<file path="src/rtl/elevator_pkg.sv">
// elevator_pkg: shared floor/state types and default timing for the four-floor elevator.
package elevator_pkg;
    localparam int N_FLOORS = 4;
    localparam int FLOOR_W = 2;
    localparam int MOVE_CY_DEF = 50;
    localparam int DOOR_CY_DEF = 100;
    localparam int TIMER_W = 16;
    typedef logic [FLOOR_W-1:0] floor_t;
    typedef logic [N_FLOORS-1:0] fmask_t;
    typedef enum logic [1:0] {IDLE = 2'd0, MOVE = 2'd1, DOOR = 2'd2} state_t;
endpackage

</file>
<file path="src/rtl/elevator_if.sv">
// elevator_if: call inputs and car status outputs of the elevator scheduler.
interface elevator_if;
    import elevator_pkg::*;
    fmask_t hall_req;
    fmask_t cab_req;
    floor_t floor;
    logic door_open;
    logic moving;
    logic dir_up;
    fmask_t pending;
    logic arrive;
    modport master (
        output hall_req, cab_req,
        input floor, door_open, moving, dir_up, pending, arrive
    );
    modport slave (
        input hall_req, cab_req,
        output floor, door_open, moving, dir_up, pending, arrive
    );
endinterface

</file>
<file path="src/rtl/elevator_timer.sv">
// elevator_timer: loadable up-counter; done is high on the last cycle of a tc-cycle interval.
module elevator_timer
    import elevator_pkg::*;
(
    input logic clk,
    input logic rst,
    input logic load,
    input logic [TIMER_W-1:0] tc,
    output logic done
);
    logic [TIMER_W-1:0] cnt;
    always_ff @(posedge clk or posedge rst) begin
        if (rst) cnt <= '0;
        else cnt <= load ? '0 : cnt + 1'b1;
    end
    assign done = cnt == tc - 1'b1;
endmodule

</file>
<file path="src/rtl/elevator_scheduler.sv">
// elevator_scheduler: four-floor car controller with latched calls and collective SCAN direction.
module elevator_scheduler
    import elevator_pkg::*;
#(
    parameter int MOVE_CY = MOVE_CY_DEF,
    parameter int DOOR_CY = DOOR_CY_DEF
) (
    input logic CLOCK_50,
    input logic RESET,
    elevator_if.slave bus
);
    state_t state, next;
    floor_t floor, nf;
    fmask_t pending, req, here, clr;
    logic dir_up, scan_dir, above, below, door_hit, done, load, arrive, moving, door_open;
    logic [TIMER_W-1:0] tc;

    assign req = bus.hall_req | bus.cab_req;
    assign here = fmask_t'(1) << floor;
    assign nf = dir_up ? (floor == floor_t'(N_FLOORS - 1) ? floor : floor + 1'b1)
                       : (floor == '0 ? floor : floor - 1'b1);
    assign door_hit = state == DOOR && |(req & here);
    assign above = |(pending >> ({1'b0, floor} + 3'd1));
    assign below = |(pending & (here - 1'b1));
    // Keep heading while work remains ahead, else turn; the end floors force the only legal way.
    assign scan_dir = floor == floor_t'(N_FLOORS - 1) ? 1'b0 :
                      floor == '0 ? 1'b1 :
                      dir_up ? (above | ~below) : (above & ~below);

    elevator_timer u_timer (
        .clk(CLOCK_50),
        .rst(RESET),
        .load(load),
        .tc(tc),
        .done(done)
    );

    always_ff @(posedge CLOCK_50 or posedge RESET) begin
        if (RESET) begin
            state <= IDLE;
            floor <= '0;
            dir_up <= 1'b1;
            pending <= '0;
            arrive <= 1'b0;
        end else begin
            state <= next;
            floor <= state == MOVE && done ? nf : floor;
            dir_up <= state != MOVE && next != state ? scan_dir : dir_up;
            pending <= (pending | (req & ~(door_open ? here : '0))) & ~clr;
            arrive <= next == DOOR && state != DOOR;
        end
    end

    always_comb begin
        next = state;
        case (state)
            IDLE: next = ~|pending ? IDLE : |(pending & here) ? DOOR : MOVE;
            MOVE: next = done && pending[nf] ? DOOR : MOVE;
            DOOR: next = door_hit || !done ? DOOR : |pending ? MOVE : IDLE;
            default: next = IDLE;
        endcase
    end

    // A call at the open door only re-arms the door timer; it never becomes pending.
    always_comb begin
        moving = state == MOVE;
        door_open = state == DOOR;
        load = next != state || (state == MOVE && done) || door_hit;
        tc = state == DOOR ? TIMER_W'(DOOR_CY) : TIMER_W'(MOVE_CY);
        clr = next == DOOR && state != DOOR ? fmask_t'(1) << (state == MOVE ? nf : floor) : '0;
    end

    assign bus.floor = floor;
    assign bus.door_open = door_open;
    assign bus.moving = moving;
    assign bus.dir_up = dir_up;
    assign bus.pending = pending;
    assign bus.arrive = arrive;
endmodule

</file>
<file path="src/flat_wrapper.sv">
// flat-port wrapper written by rule: the top's interface ports become plain ports
module elevator_scheduler_flat import elevator_pkg::*;
#(
    parameter int MOVE_CY = MOVE_CY_DEF,
    parameter int DOOR_CY = DOOR_CY_DEF
)
  (CLOCK_50, RESET, bus_hall_req, bus_cab_req, bus_floor, bus_door_open, bus_moving, bus_dir_up, bus_pending, bus_arrive);
  elevator_if bus_i ();
  input logic CLOCK_50;
  input logic RESET;
  input wire logic [$bits(bus_i.hall_req)-1:0] bus_hall_req;
  input wire logic [$bits(bus_i.cab_req)-1:0] bus_cab_req;
  output wire logic [$bits(bus_i.floor)-1:0] bus_floor;
  output wire logic [$bits(bus_i.door_open)-1:0] bus_door_open;
  output wire logic [$bits(bus_i.moving)-1:0] bus_moving;
  output wire logic [$bits(bus_i.dir_up)-1:0] bus_dir_up;
  output wire logic [$bits(bus_i.pending)-1:0] bus_pending;
  output wire logic [$bits(bus_i.arrive)-1:0] bus_arrive;
  assign bus_i.hall_req = bus_hall_req;
  assign bus_i.cab_req = bus_cab_req;
  assign bus_floor = bus_i.floor;
  assign bus_door_open = bus_i.door_open;
  assign bus_moving = bus_i.moving;
  assign bus_dir_up = bus_i.dir_up;
  assign bus_pending = bus_i.pending;
  assign bus_arrive = bus_i.arrive;
  elevator_scheduler #(.MOVE_CY(MOVE_CY), .DOOR_CY(DOOR_CY)) u_core (.CLOCK_50(CLOCK_50), .RESET(RESET), .bus(bus_i));
endmodule
</file>
<file path="config.mk">
export PLATFORM = sky130hd
export DESIGN_NAME = elevator_scheduler_flat
export DESIGN_NICKNAME = d
export VERILOG_FILES = /design/src/rtl/elevator_pkg.sv /design/src/rtl/elevator_if.sv /design/src/rtl/elevator_timer.sv /design/src/rtl/elevator_scheduler.sv /design/src/flat_wrapper.sv
export SDC_FILE = /design/constraint.sdc
export NUM_CORES = 1
export LEC_CHECK = 0
export ABC_CLOCK_PERIOD_IN_PS = 5500
export CAP_MARGIN = 40
export CORE_MARGIN = 2
export CORE_UTILIZATION = 46
export CTS_CLUSTER_DIAMETER = 50
export CTS_CLUSTER_SIZE = 12
export DETAILED_ROUTE_END_ITERATION = 10
export DONT_BUFFER_PORTS = 1
export GPL_TIMING_DRIVEN = 0
export MAX_ROUTING_LAYER = met4
export PLACE_DENSITY_LB_ADDON = 0.15
export SETUP_SLACK_MARGIN = 0.2
export SYNTH_ARGS = -nofsm -noshare
export SYNTH_HDL_FRONTEND = slang
export SYNTH_HIERARCHICAL = 1
export SYNTH_SLANG_ARGS = --single-unit
</file>
<file path="constraint.sdc">
create_clock -name CLOCK_50 -period 5.5 [get_ports CLOCK_50]
set_clock_uncertainty 0.05 [all_clocks]
set_input_delay 0.825 -clock CLOCK_50 [delete_from_list [all_inputs] [get_ports CLOCK_50]]
set_output_delay 0.825 -clock CLOCK_50 [all_outputs]
set_load 0.03 [all_outputs]
</file>
# Yosys cells after proc, flatten, opt, wreduce, memory -nomap -nowiden

Index checks and enable logic that the tools add are counted.

Bits in latches: 0
Bits in registers: 26
Memories: 0
Bits in writable memories: 0
Logic and storage cells: 71
Memory bits (read-only): 0

Divide/modulo/power cells: 0
Add/sub/neg operators: 6
Reductions and logical operators: 16
Shifts and indexed selects: 3
Mux-type cells: 19
Order comparisons: 1
Equal/unequal tests: 8
Bitwise gates (word level): 12
Multiply operators: 0

Operator list:

| cell                                                                  | number |
|---|---|
| 4-bit AND                                                             | 5 |
| 4-bit OR reduction                                                    | 5 |
| 16-bit by 1-bit adder with 16-bit output (second input constant)      | 1 |
| 16-bit equality test                                                  | 1 |
| 16-bit 2-to-1 mux                                                     | 1 |
| 2-bit 2-to-1 mux                                                      | 8 |
| 16-bit by 1-bit subtractor with 16-bit output (second input constant) | 1 |
| 4-bit 2-to-1 mux                                                      | 2 |
| 4-bit NOT                                                             | 2 |
| 4-bit OR                                                              | 2 |
| 1-bit by 2-bit << shifter with 4-bit output (first input constant)    | 2 |
| 7-bit 2-to-1 mux                                                      | 1 |
| 2-bit equality test (second input constant)                           | 3 |
| 2-bit case mux with 3 select lines                                    | 1 |
| 1-bit logical AND                                                     | 5 |
| 1-bit 2-to-1 mux                                                      | 5 |
| 2-bit zero test                                                       | 2 |
| 4-bit by 3-bit right shift with 4-bit output                          | 1 |
| 4-bit by 1-bit subtractor with 4-bit output (second input constant)   | 1 |
| 2-bit by 1-bit adder with 3-bit output (second input constant)        | 1 |
| 1-bit logical OR                                                      | 3 |
| 2-bit by 3-bit < comparator with 1-bit output (second input constant) | 1 |
| 2-bit by 1-bit adder with 2-bit output (second input constant)        | 1 |
| 1-bit binary-select mux with 2-bit select                             | 1 |
| 9 further kinds                                                       | 9 |

# Longest topological paths before layout

Depth after elaboration: 13
Mapped depth: 18

# By module

The synthesis kept the hierarchy.

Modules (own cells, without submodules):

| module             | times used | area each (um2) | cells each |
|---|---|---|---|
| elevator_timer     | 1          | 1405.1          | 173 |
| elevator_scheduler | 1          | 749.5           | 95 |

# Worst setup path before layout

Ideal clock, no wire load.

Kind: register to register
Start point: register u_core.state[1]
End point: register u_core.u_timer.cnt[11]
Setup time: 0.132 ns
Buffers on the path: 5
Clock period less this slack: 4.531 ns
Cell stages (with the launch flop): 19
Slack: 0.969 ns
Arrival time: 4.349 ns
Data required time: 5.318 ns
Path through: dfrtp_1 -> buf_2 -> nor2b_1 -> clkbuf_1 -> inv_1 -> inv_1 -> ha_1 -> buf_4 -> nor3b_2 -> nand2_1 -> a2111o_1 -> nor4_2 -> o211ai_1 -> a2111oi_2 -> clkbuf_1 -> nor2_1 -> a21oi_1 -> clkbuf_1 -> nor2_1

Longest elaborated chain between the ends: 12
Elaborated cells between the ends (all ways): 18
Those cells by class: add/sub: 1; eq/ne: 4; mux: 5; reduce/logical: 8

RTL lines:

| what                                              | line                     | source |
|---|---|---|
| start: declaration                                | elevator_scheduler.sv:12 | `state_t state, next;` |
| start signal: assignment                          | elevator_scheduler.sv:46 | `state <= next;` |
| 2-bit equality test (*)                           | -                        |  |
| named net bus_door_open                           | flat_wrapper.sv:14       | `output wire logic [$bits(bus_i.door_open)-1:0] bus_door_open;` |
| 7-bit 2-to-1 mux (*)                              | elevator_scheduler.sv:69 | `tc = state == DOOR ? TIMER_W'(DOOR_CY) : TIMER_W'(MOVE_CY);` |
| named net u_core.tc[1]                            | elevator_scheduler.sv:16 | `logic [TIMER_W-1:0] tc;` |
| 16-bit by 1-bit subtractor with 16-bit output (*) | elevator_timer.sv:16     | `assign done = cnt == tc - 1'b1;` |
| 16-bit equality test (*)                          | elevator_timer.sv:16     |  |
| named net u_core.done                             | elevator_scheduler.sv:15 | `logic dir_up, scan_dir, above, below, door_hit, done, load, arrive, moving, door_open;` |
| 1-bit zero test                                   | elevator_scheduler.sv:59 | `DOOR: next = door_hit \|\| !done ? DOOR : \|pending ? MOVE : IDLE;` |
| 1-bit logical OR                                  | elevator_scheduler.sv:59 |  |
| 2-bit 2-to-1 mux                                  | elevator_scheduler.sv:59 |  |
| 2-bit case mux with 3 select lines                | elevator_scheduler.sv:56 | `case (state)` |
| 2-bit inequality test                             | elevator_scheduler.sv:68 | `load = next != state \|\| (state == MOVE && done) \|\| door_hit;` |
| 1-bit logical OR (*) (2 in series)                | elevator_scheduler.sv:68 |  |
| named net u_core.load                             | elevator_scheduler.sv:15 |  |
| 16-bit 2-to-1 mux (*)                             | elevator_timer.sv:14     | `else cnt <= load ? '0 : cnt + 1'b1;` |
| end signal: assignment                            | elevator_timer.sv:14     |  |
| end: declaration                                  | elevator_timer.sv:11     | `logic [TIMER_W-1:0] cnt;` |

The timed path passes the listed nets; every way through them passes the cells marked *.
A chain may end at the register's enable or synchronous reset.

# Final worst setup path

Start point: register u_core.state[1]
End point: register u_core.u_timer.cnt[6]

Longest elaborated chain between the ends: 12
Elaborated cells between the ends (all ways): 18
Those cells by class: add/sub: 1; eq/ne: 4; mux: 5; reduce/logical: 8

RTL lines:

| what                                              | line |
|---|---|
| 2-bit equality test (*)                           | elevator_scheduler.sv:69 |
| 7-bit 2-to-1 mux (*)                              | elevator_scheduler.sv:69 |
| named net u_core.tc[1]                            | elevator_scheduler.sv:16 |
| 16-bit by 1-bit subtractor with 16-bit output (*) | elevator_timer.sv:16 |
| 16-bit equality test (*)                          | elevator_timer.sv:16 |
| named net u_core.done                             | elevator_scheduler.sv:15 |
| 1-bit zero test                                   | elevator_scheduler.sv:59 |
| 1-bit logical OR                                  | elevator_scheduler.sv:59 |
| 2-bit 2-to-1 mux                                  | elevator_scheduler.sv:59 |
| 2-bit case mux with 3 select lines                | elevator_scheduler.sv:56 |
| 2-bit inequality test                             | elevator_scheduler.sv:68 |
| 1-bit logical OR (*) (2 in series)                | elevator_scheduler.sv:68 |
| named net u_core.load                             | elevator_scheduler.sv:15 |
| 16-bit 2-to-1 mux (*)                             | elevator_timer.sv:14 |

Marked as above.

==> flow_metrics.py <==
metrics = {
    "yosys": {
        "synth_top_area_share_pct": 29.0,
        "synth_edf_count": 0,
        "synth_xor_area_share_pct": 12.6,
        "synthTopCellsByArea": "dfrtp_1, xnor2_1, nor2_1",
        "synth_async_sr_flop_share_pct": 100,
        "synth_top_family_by_area": "simple AND/OR/NAND/NOR gates",
        "avgSynthCellArea_um2": 8.04,
        "synth_mux_area_share_pct": 4.01,
        "syn-cell-area_mm2": 0.00215,
        "synth_top_area_cell": "dfrtp_1",
        "ys_types": 59,
        "yosys.area_share.simple_pct": 27.8,
        "ys_seq_elements": 26,
        "synth_seq_area_share_pct": 30.3,
        "synth-compound-area-share_pct": 18.5,
        "yosysWarnings": 6,
        "synth-adder-area-share_pct": 1.16,
        "synth_flop_cell": "dfrtp_1",
        "synth_cells": 268,
        "post-synth-top-count-cell": "nor2_1",
        "ys_top_cells_by_count": "nor2_1, dfrtp_1, nand2_1",
    },
    "grt": {
        "antenna_found_initial": 0,
        "grt_pass1_vias": 1676,
        "gr-total-overflow": 0,
        "grt_max_degree": 17,
        "grt_pass1_wl_um": 8180,
        "grt_usage_pct": 20.1,
    },
    "timing": {
        "fin_crit_ns": 4.68,
        "rsz0062_at_grt": "no",
        "fin_hold_ws_ns": 0.374,
        "slew_headroom_pct": 49.2,
        "hold_violations": 0,
        "finalCritPeriodShare_pct": 85.2,
        "worst_slew_pin_slew_ns": 0.755,
        "finalSetupViolations": 0,
        "finalMaxSlewViolations": 0,
        "max_freq_mhz": 213,
    },
    "critical_path": {
        "path_buf_inv": 7,
        "crit_arrival_ns": 4.78,
        "rr_worst_depth": 18,
        "critPathTopFamily": "buffers and inverters",
        "criticalPathCategory": "reg -> reg",
        "path_depth": 18,
        "cpMaxStageDelayCell": "a2111o_1",
        "crit_chain": "buf_2, nor2b_1, clkbuf_2, inv_1, inv_1, ha_1, buf_4, nor3b_2, nand2_1, a2111o_1, nor4_2, o211ai_1, a2111oi_2, clkbuf_1, nor2_1, a21oi_2, clkbuf_1, nor2_1",
        "worst_setup_path_end_kind": "flop",
        "startpoint_type": "flop",
        "required_ns": 5.60,
        "cp_slowest_stage_delay_ns": 0.44,
        "cp_max_fo": 11,
    },
    "clock_network": {
        "cts_resized": 0,
        "cts-root-buf": "clkbuf_8",
        "ctsHoldBuffers": 0,
        "cts_setup_buffers": 0,
        "cts_buffer_depth": 2,
        "cts_buffers": 3,
        "clk_pin_slew_ns": 0.09,
        "clock_sinks": 26,
        "insertion_delay_ns": 0.27,
        "h-tree-depth": 1,
        "cts_tree": "yes",
    },
    "layout": {
        "nNetsFinal": 333,
        "synthToLayoutAreaGrowth_pct": 14.7,
        "drive_above_1_share_pct": 9.06,
        "multi_input_area_mm2": 0.00157,
        "regArea_um2": 652,
        "fin_area_mm2": 0.00247,
        "antennaDiodeCount": 0,
        "n_fill_cell": 432,
    },
    "power_and_ir_drop": {
        "cellPowerDensity_mw_per_mm2": 163,
        "ir_drop_v": 0.000149,
        "p_leak_nw": 0.962,
    },
    "routing": {
        "dr_total_vias": 1956,
        "routedWlPerCell_um": 12.8,
        "ant_nets": 0,
        "drt_iter0_drc": 88,
        "via_per_inst": 5.26,
        "drt_wl_total_um": 4770,
        "drcViolationCount": 0,
        "first_pass_iters": 4,
    },
    "die": {
        "die-area_mm2": 0.00525,
        "die_w_um": 72.4,
        "ios": 20,
        "die_h_um": 72.4,
        "initial_core_util_pct": 48.5,
        "core_area_mm2": 0.00444,
        "rows": 24,
    },
    "placement": {
        "io_buffer_count": 0,
        "postPlaceCellArea_mm2": 0.00241,
        "gp_congestion": 0.864,
        "dp_hpwl_um": 3640,
    },
    "job": {
        "maxCapViolations": 0,
    },
    "run_status": {
        "status": "finished clean",
    },
    "hold_path": {
        "hp-class": "in -> async",
    },
}
==> sequential cells by signal, summed over array words and instances (netlist names) <==
| signal | flops |
|---|---|
| u_core/state | 2 |
| u_core/bus.dir_up | 1 |
| u_core/bus.pending | 4 |
| u_core/bus.arrive | 1 |
| u_core/u_timer/cnt | 16 |
| u_core/bus.floor | 2 |
==> final timing paths <==
kind	startpoint	to	slack, ns
max	u_core/state[1]$_DFF_PP0_	u_core/u_timer/cnt[6]$_DFF_PP0_	0.82
min	RESET	u_core/bus.arrive$_DFF_PP0_	0.37
max reg2reg	u_core/state[1]$_DFF_PP0_	u_core/u_timer/cnt[6]$_DFF_PP0_	0.82
min reg2reg	u_core/u_timer/cnt[0]$_DFF_PP0_	u_core/u_timer/cnt[0]$_DFF_PP0_	0.46
max in group asynchronous	RESET	u_core/u_timer/cnt[1]$_DFF_PP0_	4.53
min in group CLOCK_50	u_core/u_timer/cnt[0]$_DFF_PP0_	u_core/u_timer/cnt[0]$_DFF_PP0_	0.46
==> through the flow <==
step / total power, W / worst slack, ns / setup TNS, ns / utilization (%) / instances
2_1_floorplan: 0.000270 / 0.969 / 0 / - / 315
3_3_place_gp: 0.000282 / -0.204 / -1.99 / 53.9 / 367
3_5_place_dp: 0.000282 / 0.287 / 0 / 54.3 / 368
4_1_cts: 0.000406 / 0.252 / 0 / 55.5 / 372
5_1_grt: 0.000422 / 0.376 / 0 / 55.6 / 372
6_report: 0.000402 / 0.816 / 0 / 55.6 / 372
==> layout make-up <==
type	instances	share of cell area, %
Multi-Input combinational cell	262	63.4
Sequential cell	26	26.4
Buffer	14	2.73
Tap cell	52	2.63
Clock buffer	4	2.23
Inverter	13	1.97
Timing Repair Buffer	1	0.608
==> power by group <==
part           switching (W)  leakage (nW)  internal [W]
Combinational      0.0000389         0.611     0.0000234
Clock              0.0000588        0.0288     0.0000640
Sequential         0.0000183         0.322      0.000199
Total               0.000116         0.962      0.000286
==> cells in the final DEF (no fill, tap or decap), types with 3 or more instances in the layout <==
cell,synthesis,final
conb_1,2,49
nor2_1,38,38
dfrtp_1,25,25
nand2_1,21,21
xnor2_1,18,18
o21ai_0,16,16
xor2_1,13,13
a21oi_1,13,12
nor3_1,12,12
nand3_1,10,10
inv_1,10,10
clkbuf_1,10,9
a31oi_1,9,9
clkbuf_8,0,4
nor2b_1,4,4
nand4_1,4,4
and2_1,4,4
inv_2,3,3
o211ai_1,3,3
==> cells by family after synthesis <==
logic type,count (synthesis)
AOI/OAI and AO/OA,61
DFF,26
xor gates and xnor gates,31
and+or+nand+nor,114
other,2
buffers and inverters,27
adders and majority gates,2
muxes,5
==> layer usage <==
metal | vias up | part of all wire (%) | global-route usage (%) | routed length, um
li1 | 1009 | - | - | -
met5 | - | 0 | - | 0
met2 | 40 | 43 | 28.2 | 2040
met4 | 0 | 0.65 | 4.94 | 31
met1 | 903 | 53 | 30.9 | 2500
met3 | 4 | 4.0 | 2.22 | 191
(Power assumes the default switching activity.)
